### config.mk
export PLATFORM = sky130hd
export DESIGN_NAME = floo_axis_vc_bridge_rx
export DESIGN_NICKNAME = d
export VERILOG_FILES = /design/src/rtl/floo_axis_bridge_pkg.sv /design/src/rtl/floo_axis_vc_credit_fifo.sv /design/src/rtl/floo_axis_vc_bridge_rx.sv
export SDC_FILE = /design/constraint.sdc
export NUM_CORES = 1
export LEC_CHECK = 0
export ABC_AREA = 1
export CAP_MARGIN = 20
export CORE_AREA = 5 5 311 313
export DETAILED_ROUTE_END_ITERATION = 6
export DIE_AREA = 0 0 316 318
export GPL_TIMING_DRIVEN = 0
export PLACE_DENSITY = 0.69
export SETUP_SLACK_MARGIN = 0.1
export SYNTH_ARGS = -nofsm -noshare
export SYNTH_HDL_FRONTEND = slang
export SYNTH_HIERARCHICAL = 1
export SYNTH_SLANG_ARGS = --single-unit
### constraint.sdc
create_clock -name clk_i -period 12.6 [get_ports clk_i]
set_input_delay 3.15 -clock clk_i [delete_from_list [all_inputs] [get_ports clk_i]]
set_output_delay 3.15 -clock clk_i [all_outputs]
set_load 0.01 [all_outputs]
### src/rtl/floo_axis_bridge_pkg.sv
// floo_axis_bridge_pkg: shared types and helpers for the AXIS virtual-channel bridge halves.
package floo_axis_bridge_pkg;
    typedef enum logic {ChanRsp = 1'b0, ChanReq = 1'b1} channel_hdr_e;

    function automatic int credit_width(input int n);
        return $clog2(n + 1);
    endfunction

    localparam int DefaultCredits  = 8;
    localparam int DefaultFlitSize = 64;
    localparam int CreditW         = credit_width(DefaultCredits);

    typedef struct packed {
        logic               data_validity;
        logic               credits_hdr;
        logic [CreditW-1:0] credits;
    } user_bits_t;

    typedef struct packed {
        logic [DefaultFlitSize:0] data;
        user_bits_t               user;
    } axis_t_t;

    typedef struct packed {
        logic    tvalid;
        axis_t_t t;
    } axis_req_t;

    typedef struct packed {
        logic tready;
    } axis_rsp_t;
endpackage

### src/rtl/floo_axis_vc_credit_fifo.sv
// floo_axis_vc_credit_fifo: per-channel flit FIFO with freed-slot credit counter and sticky overflow.
module floo_axis_vc_credit_fifo #(
    parameter int Depth = 8,
    parameter int DataW = 64,
    parameter int CntW  = 4
) (
    input  logic             clk_i,
    input  logic             rst_i,
    input  logic             push_i,
    input  logic [DataW-1:0] data_i,
    output logic             valid_o,
    input  logic             ready_i,
    output logic [DataW-1:0] data_o,
    input  logic             take_i,
    output logic [CntW-1:0]  credit_o,
    output logic             overflow_o
);
    localparam int PtrW = Depth > 1 ? $clog2(Depth) : 1;

    logic [DataW-1:0] r_mem [Depth];
    logic [PtrW-1:0]  r_wr, r_rd;
    logic [CntW-1:0]  r_cnt, r_credit;
    logic             r_ovf;
    logic             w_pop, w_full, w_push;

    assign w_pop      = valid_o & ready_i;
    assign w_full     = r_cnt == CntW'(Depth);
    // A full FIFO still accepts a push when the head leaves in the same cycle.
    assign w_push     = push_i & (!w_full | w_pop);
    assign valid_o    = r_cnt != '0;
    assign data_o     = r_mem[r_rd];
    assign credit_o   = r_credit;
    assign overflow_o = r_ovf;

    always_ff @(posedge clk_i) begin
        if (w_push) r_mem[r_wr] <= data_i;
    end

    always_ff @(posedge clk_i) begin
        if (rst_i) begin
            r_wr     <= '0;
            r_rd     <= '0;
            r_cnt    <= '0;
            r_credit <= '0;
            r_ovf    <= 1'b0;
        end else begin
            if (w_push) r_wr <= (r_wr == PtrW'(Depth - 1)) ? '0 : r_wr + PtrW'(1);
            if (w_pop) r_rd <= (r_rd == PtrW'(Depth - 1)) ? '0 : r_rd + PtrW'(1);
            r_cnt    <= r_cnt + CntW'(w_push) - CntW'(w_pop);
            r_credit <= take_i ? CntW'(w_pop) : r_credit + CntW'(w_pop);
            r_ovf    <= r_ovf | (push_i & !w_push);
        end
    end
endmodule

### src/rtl/floo_axis_vc_bridge_rx.sv
// floo_axis_vc_bridge_rx: receive half of the credit-based VC AXIS bridge.
// Demuxes beats into request/response FIFOs and forwards peer credits to the TX half.
module floo_axis_vc_bridge_rx #(
    parameter int  NumCredits   = 8,
    parameter int  FlitDataSize = 64,
    parameter type axis_req_t   = floo_axis_bridge_pkg::axis_req_t,
    parameter type axis_rsp_t   = floo_axis_bridge_pkg::axis_rsp_t,
    localparam int CntW         = floo_axis_bridge_pkg::credit_width(NumCredits)
) (
    input  logic                    clk_i,
    input  logic                    rst_i,
    input  axis_req_t               axis_in_req_i,
    output axis_rsp_t               axis_in_rsp_o,
    output logic                    req_valid_o,
    input  logic                    req_ready_i,
    output logic [FlitDataSize-1:0] req_data_o,
    output logic                    rsp_valid_o,
    input  logic                    rsp_ready_i,
    output logic [FlitDataSize-1:0] rsp_data_o,
    output logic                    rx_credit_valid_o,
    output logic                    rx_credit_chan_o,
    output logic [CntW-1:0]         rx_credit_cnt_o,
    output logic [CntW-1:0]         ret_credit_req_o,
    output logic [CntW-1:0]         ret_credit_rsp_o,
    input  logic [1:0]              ret_credit_take_i,
    output logic                    overflow_o
);
    import floo_axis_bridge_pkg::*;

    logic                    w_beat, w_is_req, w_push_req, w_push_rsp, w_cred;
    logic                    w_ovf_req, w_ovf_rsp;
    logic [FlitDataSize-1:0] w_flit;
    logic                    r_cred_valid, r_cred_chan;
    logic [CntW-1:0]         r_cred_cnt;

    always_comb begin
        axis_in_rsp_o        = '0;
        axis_in_rsp_o.tready = !rst_i;
    end

    assign w_beat     = axis_in_req_i.tvalid & !rst_i;
    assign w_is_req   = channel_hdr_e'(axis_in_req_i.t.data[FlitDataSize]) == ChanReq;
    assign w_flit     = axis_in_req_i.t.data[FlitDataSize-1:0];
    assign w_push_req = w_beat & axis_in_req_i.t.user.data_validity & w_is_req;
    assign w_push_rsp = w_beat & axis_in_req_i.t.user.data_validity & !w_is_req;
    assign w_cred     = w_beat & (axis_in_req_i.t.user.credits != '0);

    always_ff @(posedge clk_i) begin
        if (rst_i) begin
            r_cred_valid <= 1'b0;
            r_cred_chan  <= 1'b0;
            r_cred_cnt   <= '0;
        end else begin
            r_cred_valid <= w_cred;
            if (w_cred) begin
                r_cred_chan <= axis_in_req_i.t.user.credits_hdr;
                r_cred_cnt  <= CntW'(axis_in_req_i.t.user.credits);
            end
        end
    end

    assign rx_credit_valid_o = r_cred_valid;
    assign rx_credit_chan_o  = r_cred_chan;
    assign rx_credit_cnt_o   = r_cred_cnt;
    assign overflow_o        = w_ovf_req | w_ovf_rsp;

    floo_axis_vc_credit_fifo #(.Depth(NumCredits), .DataW(FlitDataSize), .CntW(CntW)) i_req_fifo (
        .clk_i      (clk_i),
        .rst_i      (rst_i),
        .push_i     (w_push_req),
        .data_i     (w_flit),
        .valid_o    (req_valid_o),
        .ready_i    (req_ready_i),
        .data_o     (req_data_o),
        .take_i     (ret_credit_take_i[1]),
        .credit_o   (ret_credit_req_o),
        .overflow_o (w_ovf_req)
    );

    floo_axis_vc_credit_fifo #(.Depth(NumCredits), .DataW(FlitDataSize), .CntW(CntW)) i_rsp_fifo (
        .clk_i      (clk_i),
        .rst_i      (rst_i),
        .push_i     (w_push_rsp),
        .data_i     (w_flit),
        .valid_o    (rsp_valid_o),
        .ready_i    (rsp_ready_i),
        .data_o     (rsp_data_o),
        .take_i     (ret_credit_take_i[0]),
        .credit_o   (ret_credit_rsp_o),
        .overflow_o (w_ovf_rsp)
    );
endmodule

-- After elaboration in Yosys (flattened, before gate mapping)
Memories as Yosys holds them, arrays and structs flattened. A register that Yosys moved wholly into a read port is not among the register bits.
Cells that the tools add are included.
- register bits: 36
- RAM bits: 1024
- bits of input ports: 78
- output and inout port bits: 146
- memories: 2
- memory list (memory ; words ; width ; read ports ; clocked after Yosys merged registers in ; wr ports ; line ; source):
    i_req_fifo.r_mem ; 8 ; 64 ; 1 ; 1 ; 1 ; floo_axis_vc_credit_fifo.sv:20 ; logic [DataW-1:0] r_mem [Depth];
    i_rsp_fifo.r_mem ; 8 ; 64 ; 1 ; 1 ; 1 ; floo_axis_vc_credit_fifo.sv:20 ;
- $add $sub $neg: 10
- equal/unequal tests: 6
- mux-type cells: 14
- bitwise gates (word level): 16
- reduce and logical (&&, ||, !) cells: 11
- operator list (kind ; count):
    $mux 3 ; 8
    $add 4x1->4 ; 4
    $add 3x1->3 const B ; 4
    $eq 3x3->1 const B ; 4
    $reduce_bool 4->1 ; 3
    $and 1x1->1 ; 11
    $eq 4x4->1 const B ; 2
    $sub 4x1->4 ; 2
    $logic_not 1->1 ; 6
    $mux 1 ; 6
    $or 1x1->1 ; 5
    $reduce_or 2->1 ; 2

-- Longest topological paths before layout
- depth in word-level cells: 8
- mapped depth: 12

-- Hierarchy
The synthesis kept the hierarchy.
- modules (own cells, without submodules) (module ; times used ; cells each ; area an instance (sq um) ; seq. area each (sq um)):
    floo_axis_vc_credit_fifo ; 2 ; 1555 ; 20677.3 ; 15735.1
    floo_axis_vc_bridge_rx ; 1 ; 43 ; 286.5 ; 120.1

-- Worst setup path after synthesis
Ideal clock, no wire load.
- path type: input to register
- start: input port rst_i
- end: memory i_req_fifo.r_mem[6][0], enable pin
- arrival: 8.231 ns
- slack: 3.804 ns
- stages: 6
- path buffers: 1
- cell sequence: inv_2 > nand2_4 > nor3b_1 > clkbuf_1 > nand2_2 > nor3_1
- cells in the longest elaborated chain, start to end: 7
- ends and longest elaborated chain (element ; line ; source):
    from (decl) ; floo_axis_vc_bridge_rx.sv:11 ; input logic rst_i,
    $logic_not 1->1 ; floo_axis_vc_bridge_rx.sv:41 ; assign w_beat = axis_in_req_i.tvalid & !rst_i;
    $and 1x1->1 ; floo_axis_vc_bridge_rx.sv:41 ;
    $and 1x1->1 (2 in a row) ; floo_axis_vc_bridge_rx.sv:44 ; assign w_push_req = w_beat & axis_in_req_i.t.user.data_validity & w_is_req;
    net w_push_req ; floo_axis_vc_bridge_rx.sv:30 ; logic w_beat, w_is_req, w_push_req, w_push_rsp, w_cred;
    $and 1x1->1 ; floo_axis_vc_credit_fifo.sv:29 ; assign w_push = push_i & (!w_full | w_pop);
    $mux 1 ; floo_axis_vc_credit_fifo.sv:36 ; if (w_push) r_mem[r_wr] <= data_i;
    $mux 1 (implied by the code) ; floo_axis_vc_credit_fifo.sv:36 ;
    to (decl) ; floo_axis_vc_credit_fifo.sv:20 ;
The timed path passes the listed nets, and every way through them passes these cells.

-- Final worst setup path
- start: input port rst_i
- end: output port axis_in_rsp_o
- cells in the longest elaborated chain, start to end: 1
- ends and longest elaborated chain (element ; line ; source):
    $logic_not 1->1 ; floo_axis_vc_bridge_rx.sv:38 ; axis_in_rsp_o.tready = !rst_i;
    to (decl) ; floo_axis_vc_bridge_rx.sv:13 ; output axis_rsp_t axis_in_rsp_o,
Every way passes these cells.

==> results.yml <==
place:
  postPlaceCellArea_um2: 46800
  port-buffer-count: 223
  routabilityCongestion: 0.799
  pre_cts_slack_ns: 4.58
  dp_hpwl_um: 76500
clock_network:
  post_cts.repair.setup_buffers: 0
  clk-insertion-delay-late_ns: 0.66
  post_cts_resized: 0
  clock_path_buffers: 3
  htreeDepth: 3
  post_cts_hold_buffer_count: 0
  clock_tree_from_tritoncts: "done"
  cts.sink_count: 1066
  clock-root-buffer: "sky130_fd_sc_hd__clkbuf_16"
  cts-buffers-inserted: 108
  clk_transition_reported_paths_ns: 0.06
synth:
  mappedNetlistArea_um2: 41600
  ys_dominant_reg_cell: "sky130_fd_sc_hd__edfxtp_1"
  syn-instance-count: 3153
  synth_enable_flop_cells: 1024
  synth.net_count: 3255
  synth.top_cells.by_area: "sky130_fd_sc_hd__edfxtp_1 74%, sky130_fd_sc_hd__nor2_1 4.3%, sky130_fd_sc_hd__nand2_1 3.9%"
  part_of_the_yosys_area_used_for_sequential_elements_pct: 75.9
  post-synth-top-count-cell: "sky130_fd_sc_hd__edfxtp_1"
  synth_top_area_share_pct: 73.8
  synth.ff_latch_count: 1066
  syn-mean-instance-area_um2: 13.2
  synth_top_area_cell: "sky130_fd_sc_hd__edfxtp_1"
  synth-async-reset-ratio_pct: 0
  synth.distinct_cells: 31
  synth_top_cells_by_count: "1024 x sky130_fd_sc_hd__edfxtp_1, 475 x sky130_fd_sc_hd__nor2_1, 428 x sky130_fd_sc_hd__nand2_1"
  ys_warns: 6
global_routing:
  initial_antenna_violation_count: 2
  grt_pass1_vias: 27200
  track_usage_pct: 22.1
  grt_overflow: 0
  grt_start_max_net_pins: 21
  grt_pass1_wl_um: 169000
power:
  leakage_uw: 0.0172
  vdd_drop_max_mv: 0.121
  power_per_cell_area_nw_per_um2: 196
floorplanning:
  core.rowCount: 113
  start_util_pct: 44.3
  floorplan.die_area_um2: 100000
  fp.coreArea_um2: 94000
  die_height_um: 318
  top_level_ports: 224
  die_width_um: 316
sta:
  period_minus_ws_final_ns: 7.96
  finalHoldViolations: 0
  finClkSkew_ns: 0.0221
  relSlewSlack_pct: 26.6
  hold_ws_ns: 0.454
  endpoints_failing_setup: 0
  layout_worst_path_cycle_share_pct: 63.1
  final.setup.worst_slack_ns: 4.64
  rsz0062_at_grt: "no"
  tightestPinTransition_ns: 1.10
  setup-tns-final_ns: 0
  fmax_mhz: 126
  slew_viol_final: 0
critical_path:
  timing.rr.end: "i_req_fifo/r_mem[7][40]"
  crit_top_cell: "sky130_fd_sc_hd__clkdlybuf4s50_1"
  delay_heaviest_family_cp: "buffers and inverters"
  critical_path_class: "in -> out"
  critPathCaptureType: "output pin"
  max_stage_delay_ns: 0.84
  regToRegStartpoint: "i_req_fifo/r_cnt[2]"
  cp_max_fo: 20
  worst_setup_path_startpoint: "rst_i"
  setup.worst_path.start_class: "input port"
  path_buf_inv: 3
  timing.reg2reg.worst_path_depth: 11
  worst_path_required_time_ns: 9.45
  reg2reg_setup_slack_ns: 9.31
  cp_data_arrival_time_ns: 4.81
  critical_path.cell_chain: "clkdlybuf4s50_1 -> inv_2 -> clkdlybuf4s50_1"
  worst_path_max_delay_cell: "sky130_fd_sc_hd__clkdlybuf4s50_1"
min_path:
  min_to: "i_req_fifo/overflow_o"
  number_of_cells_on_the_worst_hold_path: 2
  hold_start: "i_req_fifo/overflow_o"
  worst_hold_path_type: "reg -> reg"
final_layout:
  final_core_utilization_pct: 53.5
  multiInputGateArea_um2: 8870
  final_net_count: 3705
  syn_to_final_growth_pct: 20.8
  final_cell_area_um2: 50300
  final-seq-area_um2: 31600
  fillers: 7584
  drive_gt1_share_pct: 13.6
drt:
  wl_per_cell_um: 23.1
  route.antenna.remaining_nets: 0
  dr.first_iter.drc_count: 3185
  drt-pass1-iter-count: 5
  drc_violation_count_after_routing: 0
  via_count: 27600
  vias_per_cell: 5.57
  wirelength_um: 114000
run_status:
  run_status: "finished clean"
job:
  timing.max_cap.violations: 0
## report_power, final
part | total, uW | switching (uW) | internal, uW
clock | 3120 | 1310 | 1810
combinational | 2800 | 1780 | 1020
sequential | 3960 | 34.4 | 3930
total | 9890 | 3130 | 6760
## sequential cells by signal (all words and copies together) (netlist names), named ones only
name and flops:
i_req_fifo/credit_o 4, i_req_fifo/overflow_o 1, i_req_fifo/r_cnt 4, i_req_fifo/r_mem 512, i_req_fifo/r_rd 3, i_req_fifo/r_wr 3, i_rsp_fifo/credit_o 4, i_rsp_fifo/overflow_o 1
i_rsp_fifo/r_cnt 4, i_rsp_fifo/r_mem 512, i_rsp_fifo/r_rd 3, i_rsp_fifo/r_wr 3, rx_credit_chan_o 1, rx_credit_cnt_o 4, rx_credit_valid_o 1
## metal layers
layer	GRT usage, %	routed length [um]
met1	30.2	44800
met2	35.4	54000
met3	4.88	12100
met4	7.36	3560
met5	0	7
## layout by cell type, fill, tap and decap left out, types with 12 or more instances in the layout
cell type / Yosys / final
sky130_fd_sc_hd__clkinv_1: 0 / 27
sky130_fd_sc_hd__inv_1: 32 / 32
sky130_fd_sc_hd__clkdlybuf4s50_1: 0 / 223
sky130_fd_sc_hd__nand3_1: 12 / 12
sky130_fd_sc_hd__o22ai_1: 256 / 256
sky130_fd_sc_hd__clkbuf_1: 81 / 94
sky130_fd_sc_hd__nor2_2: 76 / 76
sky130_fd_sc_hd__nor2_1: 475 / 475
sky130_fd_sc_hd__o21ai_1: 224 / 224
sky130_fd_sc_hd__dfxtp_1: 42 / 42
sky130_fd_sc_hd__clkbuf_16: 0 / 108
sky130_fd_sc_hd__nand2_1: 428 / 428
sky130_fd_sc_hd__edfxtp_1: 1024 / 1024
sky130_fd_sc_hd__a21oi_1: 16 / 16
sky130_fd_sc_hd__nor3_2: 0 / 16
sky130_fd_sc_hd__buf_2: 90 / 90
sky130_fd_sc_hd__ha_1: 22 / 22
sky130_fd_sc_hd__o21ai_0: 296 / 296
sky130_fd_sc_hd__buf_6: 6 / 108
sky130_fd_sc_hd__clkinv_2: 0 / 22
## worst max-delay path by stage
stage                     cells after the start                       to  slack, ns
after floorplan                               6   i_req_fifo/r_mem[6][0]       3.80
after global placement                        7  i_req_fifo/r_mem[7][41]      -2.16
after detailed placement                      3            axis_in_rsp_o       4.58
after CTS                                     3            axis_in_rsp_o       4.58
after global routing                          3            axis_in_rsp_o       4.53
final                                         3            axis_in_rsp_o       4.64
## worst reg2reg max path: cells and delay by family (launching register included)
kind,cells,cell delay [ns]
AND/OR/NAND/NOR,5,1.57
buffers and inverters,5,0.92
flip-flops,1,0.30
adder cells (fa/ha/maj),1,0.19
## cell families (layout without fill, tap and decap cells)
kind of cell | Yosys count | after routing | share of synthesized area (%)
and+or+nand+nor | 1028 | 1028 | 9.98
buffers and inverters | 239 | 778 | 3.03
AOI/OAI and AO/OA | 792 | 792 | 10.3
xor gates and xnor gates | 4 | 4 | 0.0841
other | 0 | 1 | 0
DFF | 1066 | 1066 | 75.9
adders and majority gates | 24 | 24 | 0.757
## cell type report
cell class              count  share of cell area, %
plain buffers             196                   2.17
diodes                      1                0.00497
well taps                1265                   3.15
repair buffers            340                   7.05
multi-input cells        1848                   17.6
clock inverters            72                   1.26
clock buffers             127                   5.63
inverters                  43                  0.336
flip-flops and latches   1066                   62.8
## metrics by stage
stage	power (uW)	cells
2_1_floorplan	5450	3153
6_report	9890	4958
4_1_cts	9930	4957
3_3_place_gp	6790	4641
5_1_grt	10300	4957
3_5_place_dp	6820	4758
Note: power is estimated with default switching activity, not from simulation.
